<file path="src/rtl/mips_mem_arbiter.sv">
// Lets a Harvard MIPS core (fetch port + data port) share one unified single-port synchronous RAM.
// One transaction in flight; data wins ties unless fetches have lost STARVE_LIMIT times in a row.
module mips_mem_arbiter #(
    parameter int unsigned READ_LATENCY = 1,
    parameter int unsigned STARVE_LIMIT = 4
) (
    input  logic        clk,
    input  logic        rst,
    input  logic [31:0] instr_address,
    input  logic        instr_read,
    output logic [31:0] instr_readdata,
    output logic        instr_waitrequest,
    input  logic [31:0] data_address,
    input  logic        data_read,
    input  logic        data_write,
    input  logic [31:0] data_writedata,
    input  logic [3:0]  data_byteenable,
    output logic [31:0] data_readdata,
    output logic        data_waitrequest,
    output logic [31:0] mem_address,
    output logic        mem_read,
    output logic        mem_write,
    output logic [31:0] mem_writedata,
    output logic [3:0]  mem_byteenable,
    input  logic [31:0] mem_readdata,
    output logic        proto_err
);
    localparam int unsigned LAT_W    = $clog2(READ_LATENCY + 1);
    localparam int unsigned STARVE_W = $clog2(STARVE_LIMIT + 1);

    typedef enum logic [1:0] {S_IDLE, S_ISSUE, S_WAIT, S_DONE} state_t;
    typedef enum logic {OWN_INSTR, OWN_DATA} owner_t;

    state_t              state;
    owner_t              owner;
    logic                is_read;
    logic                dropped;
    logic [LAT_W-1:0]    lat_cnt;
    logic [STARVE_W-1:0] starve_cnt;

    logic data_req_c;
    logic starved_c;
    logic grant_instr_c;
    logic owner_req_c;

    // Fetch wins only when it is alone or has been starved long enough.
    assign data_req_c    = data_read | data_write;
    assign starved_c     = (starve_cnt >= STARVE_W'(STARVE_LIMIT));
    assign grant_instr_c = instr_read & (~data_req_c | starved_c);
    assign owner_req_c   = (owner == OWN_INSTR) ? instr_read : data_req_c;

    always_ff @(posedge clk or posedge rst) begin
        if (rst) begin
            state             <= S_IDLE;
            owner             <= OWN_INSTR;
            is_read           <= 1'b0;
            dropped           <= 1'b0;
            lat_cnt           <= '0;
            starve_cnt        <= '0;
            mem_address       <= '0;
            mem_read          <= 1'b0;
            mem_write         <= 1'b0;
            mem_writedata     <= '0;
            mem_byteenable    <= '0;
            instr_readdata    <= '0;
            data_readdata     <= '0;
            instr_waitrequest <= 1'b1;
            data_waitrequest  <= 1'b1;
            proto_err         <= 1'b0;
        end else begin
            mem_read  <= 1'b0;
            mem_write <= 1'b0;
            proto_err <= 1'b0;
            case (state)
                S_IDLE: begin
                    if (instr_read | data_req_c) begin
                        state   <= S_ISSUE;
                        dropped <= 1'b0;
                        if (grant_instr_c) begin
                            owner          <= OWN_INSTR;
                            is_read        <= 1'b1;
                            mem_read       <= 1'b1;
                            mem_address    <= instr_address;
                            mem_byteenable <= 4'b1111;
                            starve_cnt     <= '0;
                        end else begin
                            // A simultaneous read+write request is issued as a write.
                            owner          <= OWN_DATA;
                            is_read        <= ~data_write;
                            mem_read       <= ~data_write;
                            mem_write      <= data_write;
                            mem_address    <= data_address;
                            mem_byteenable <= data_byteenable;
                            if (data_write) begin
                                mem_writedata <= data_writedata;
                            end
                            proto_err <= data_read & data_write;
                            if (instr_read && !starved_c) begin
                                starve_cnt <= starve_cnt + STARVE_W'(1);
                            end
                        end
                    end
                end
                S_ISSUE: begin
                    lat_cnt <= LAT_W'(READ_LATENCY - 1);
                    if (is_read) begin
                        state   <= S_WAIT;
                        dropped <= ~owner_req_c;
                    end else begin
                        state     <= S_DONE;
                        proto_err <= ~owner_req_c;
                        if (owner == OWN_INSTR) instr_waitrequest <= 1'b0;
                        else                    data_waitrequest  <= 1'b0;
                    end
                end
                S_WAIT: begin
                    if (!owner_req_c) begin
                        dropped <= 1'b1;
                    end
                    if (lat_cnt == '0) begin
                        // Last wait cycle: memory data is valid now.
                        state     <= S_DONE;
                        proto_err <= dropped | ~owner_req_c;
                        if (owner == OWN_INSTR) begin
                            instr_readdata    <= mem_readdata;
                            instr_waitrequest <= 1'b0;
                        end else begin
                            data_readdata    <= mem_readdata;
                            data_waitrequest <= 1'b0;
                        end
                    end else begin
                        lat_cnt <= lat_cnt - LAT_W'(1);
                    end
                end
                S_DONE: begin
                    state             <= S_IDLE;
                    instr_waitrequest <= 1'b1;
                    data_waitrequest  <= 1'b1;
                end
                default: state <= S_IDLE;
            endcase
        end
    end
endmodule

</file>
<file path="config.mk">
export PLATFORM = sky130hd
export DESIGN_NAME = mips_mem_arbiter
export DESIGN_NICKNAME = d
export VERILOG_FILES = /design/src/rtl/mips_mem_arbiter.sv
export SDC_FILE = /design/constraint.sdc
export NUM_CORES = 1
export LEC_CHECK = 0
export ABC_AREA = 1
export CORE_MARGIN = 1.5
export CORE_UTILIZATION = 42
export CTS_CLUSTER_DIAMETER = 40
export DETAILED_ROUTE_END_ITERATION = 10
export GPL_TIMING_DRIVEN = 0
export HOLD_SLACK_MARGIN = 0.06
export PLACE_DENSITY = 0.77
export SLEW_MARGIN = 5
export SYNTH_ARGS = -nofsm -noshare
export SYNTH_HDL_FRONTEND = slang
export SYNTH_SLANG_ARGS = --single-unit
</file>
<file path="constraint.sdc">
create_clock -name clk -period 5.1 [get_ports clk]
set_input_delay 0.51 -clock clk [delete_from_list [all_inputs] [get_ports clk]]
set_output_delay 0.51 -clock clk [all_outputs]
set_load 0.05 [all_outputs]
</file>
==> impl_metrics.py <==
metrics = {
    "outcome": {
        "run_status": "finished, final reports clean",
    },
    "synthesis": {
        "synth_fp_nets": 866,
        "syn_inst": 724,
        "synth_top_area_share": 0.5703,
        "ys.flop_type": "dfrtp_1",
        "ys_ff_latch": 145,
        "synth_most_common_cell": "nand2_1",
        "synthTopCellsByCount": "nand2_1 (252), dfrtp_1 (143), inv_1 (78)",
        "synth_area_leader_cell": "dfrtp_1",
        "synth-async-reset-ratio": 1.000,
        "synthTopCellsByArea": "dfrtp_1 (57%), nand2_1 (15%), o21ai_0 (5.6%)",
        "synth_area_um2": 6275,
        "yosys_warnings": 0,
        "seq_area_frac_synth": 0.5787,
        "synth_edf_count": 0,
        "yosysUniqueCellTypes": 22,
        "syn_avg_cell_area_um2": 8.667,
    },
    "pwr": {
        "leakage_nw": 4.805,
        "peakVddDrop_mv": 0.4081,
        "power_per_cell_area_nw_per_um2": 772.9,
        "finalPower_mw": 7.624,
    },
    "timing": {
        "period_share": 0.4420,
        "finalSetupTns_ns": 0,
        "drv_slew": 0,
        "skew_ns": 0.01023,
        "finalSetupViolations": 0,
        "rsz0062_at_grt": "false",
        "slew-limit-headroom": 0.5952,
        "fmax_mhz": 443.6,
        "hold_viol": 0,
        "min_period_ns": 2.254,
        "worst_slew_pin_slew_ns": 0.6072,
    },
    "clock_tree": {
        "cts_hold_buf": 0,
        "cts_buffer_depth": 2,
        "clock_tree.root_cell": "clkbuf_16",
        "worstSkewPairLatency_ns": 0.41,
        "clkTransAtPathRegs_ns": 0.06,
        "cts_setup_buffers": 0,
        "cts_tree": "yes",
        "clkSinkCount": 145,
        "numCtsBuffers": 17,
        "cts_resized": 0,
        "h-tree-depth": 4,
    },
    "cells_and_area": {
        "final_layout_size_suffix_gt1_frac": 0.05934,
        "regArea_um2": 3631,
        "fillCellCount": 1200,
        "multi_input_area_um2": 2126,
        "design_area_um2": 9864,
        "antennaDiodeCount": 0,
        "syn2layout_area_growth_pct": 57.21,
        "nets": 1157,
        "fin_cells": 1212,
    },
    "floorplan": {
        "fp.dieH_um": 125.2,
        "core_um2": 14530,
        "ios": 274,
        "die-area_um2": 15680,
        "start_util": 0.4317,
        "rows": 44,
        "die_x_um": 125.2,
    },
    "placed_design": {
        "place_area_um2": 9250,
        "dp_cells": 1180,
        "portBuffers": 271,
        "globalplace.congestion": 0.8172,
        "hpwlAfterDp_mm": 13.27,
    },
    "worst_setup_path": {
        "cp.arrival_ns": 1.74,
        "reg2reg_slack_ns": 3.15,
        "r2r_start": "state[0]$_DFFE_PP0N_",
        "reg2reg_to": "mem_byteenable[3]$_DFFE_PP0P_",
        "cp-start-kind": "register",
        "critical_path_class": "reg2out",
        "rr_worst_depth": 9,
        "end_kind": "output pin",
        "worstPathCellList": "clkdlybuf4s50_1",
        "critical_path.slowest_cell": "clkdlybuf4s50_1",
        "cp_top_family": "buffers and inverters",
        "critPathBufInv": 1,
        "slowest_delay_ns": 0.81,
        "crit_required_ns": 4.59,
        "critical_path_peak_fanout": 2,
    },
    "hold_path": {
        "hold_depth": 3,
        "hold_class": "in2reg",
        "min_to": "mem_writedata[20]$_DFFE_PP0P_",
        "hold_start": "data_write",
    },
    "detailed_routing": {
        "final_antenna_net_count": 0,
        "routed_wl_mm": 18.37,
        "first_pass_iters": 4,
        "drt-vias-per-instance": 4.835,
        "vias": 5860,
        "drc": 0,
        "wl_per_cell_um": 15.16,
        "drt_iter0_drc": 327,
    },
    "global_routing": {
        "grt_pass1_vias": 5652,
        "antenna_found_initial": 0,
        "grt_max_degree": 80,
        "grt_overflow_total": 0,
        "grt_pass1_wl_mm": 29.64,
        "grt_usage": 0.2370,
    },
    "run": {
        "cap_viol_max_count": 0,
    },
}
==> flip-flops by register name, summed over array words and instances, names as in the netlist, 2 cells and up <==
register        cells
data_readdata      32
instr_readdata     32
mem_address        32
mem_writedata      32
mem_byteenable      4
starve_cnt          3
state               2
==> final cells by class <==
cell class	instances	share of cell area
Buffer	45	0.02245
Clock buffer	21	0.04668
Clock inverter	11	0.01560
Inverter	79	0.03057
Multi-Input combinational cell	455	0.2155
Sequential cell	145	0.3681
Tap cell	184	0.02334
Timing Repair Buffer	272	0.2778
==> layer usage <==
layer,vias to the layer above,global-route usage,part of all wire
met5,-,0,0
met4,0,0.07019,0.022
met3,27,0.06162,0.059
met2,193,0.3899,0.48
met1,2756,0.3102,0.44
li1,2884,-,-
==> power breakdown <==
group	switching [mW]	total [mW]	leakage [nW]	internal [mW]
logic	2.95	4.32	2.73	1.36
registers	0.301	2.02	1.78	1.72
clock network	0.485	1.29	0.294	0.801
==> layout by cell type, fill, tap and decap left out, drive strengths merged <==
master / Yosys / layout
inv: 79 / 81
dfrtp: 143 / 143
clkbuf: 18 / 39
nand3: 43 / 43
nor2: 13 / 13
clkdlybuf4s50: 0 / 271
buf: 27 / 28
nand2: 254 / 254
o21ai: 71 / 71
bufinv: 0 / 3
clkinv: 0 / 4
a21oi: 5 / 5
nand4: 32 / 32
ha: 5 / 5
o21a: 1 / 1
nand3b: 31 / 31
clkinvlp: 0 / 2
dfstp: 2 / 2
==> cell families after synthesis <==
group	count (synthesis)	share of synthesized area
AOI/OAI and AO/OA	77	0.06421
adders and majority gates	5	0.009970
buffers and inverters	124	0.08255
DFF	145	0.5787
and+or+nand+nor	373	0.2646
==> per-stage QoR <==
stage                 util  worst slack [ns]  hold slack, ns
global placement    0.6342            -1.321          0.4527
CTS                 0.6787             2.811          0.4294
global route        0.6787             2.789          0.4384
finish              0.6787             2.846          0.4431
floorplan                -            0.6987          0.4415
detailed placement  0.6365             2.956          0.4581
==> worst max path at each step <==
| stage | startpoint | to | slack (ns) | cells past startpoint |
|---|---|---|---|---|
| final | data_waitrequest$_DFFE_PP1P_ | data_waitrequest | 2.85 | 1 |
| after global routing | instr_waitrequest$_DFFE_PP1P_ | instr_waitrequest | 2.79 | 1 |
| after CTS | instr_waitrequest$_DFFE_PP1P_ | instr_waitrequest | 2.81 | 1 |
| after detailed placement | data_read | mem_byteenable[3]$_DFFE_PP0P_ | 2.96 | 7 |
| after global placement | rst | data_readdata[18]$_DFFE_PP0P_ | -1.32 | 2 |
| after floorplan | rst | data_readdata[0]$_DFFE_PP0P_ | 0.70 | 1 |
No activity file was read; power rests on OpenSTA's default activity.
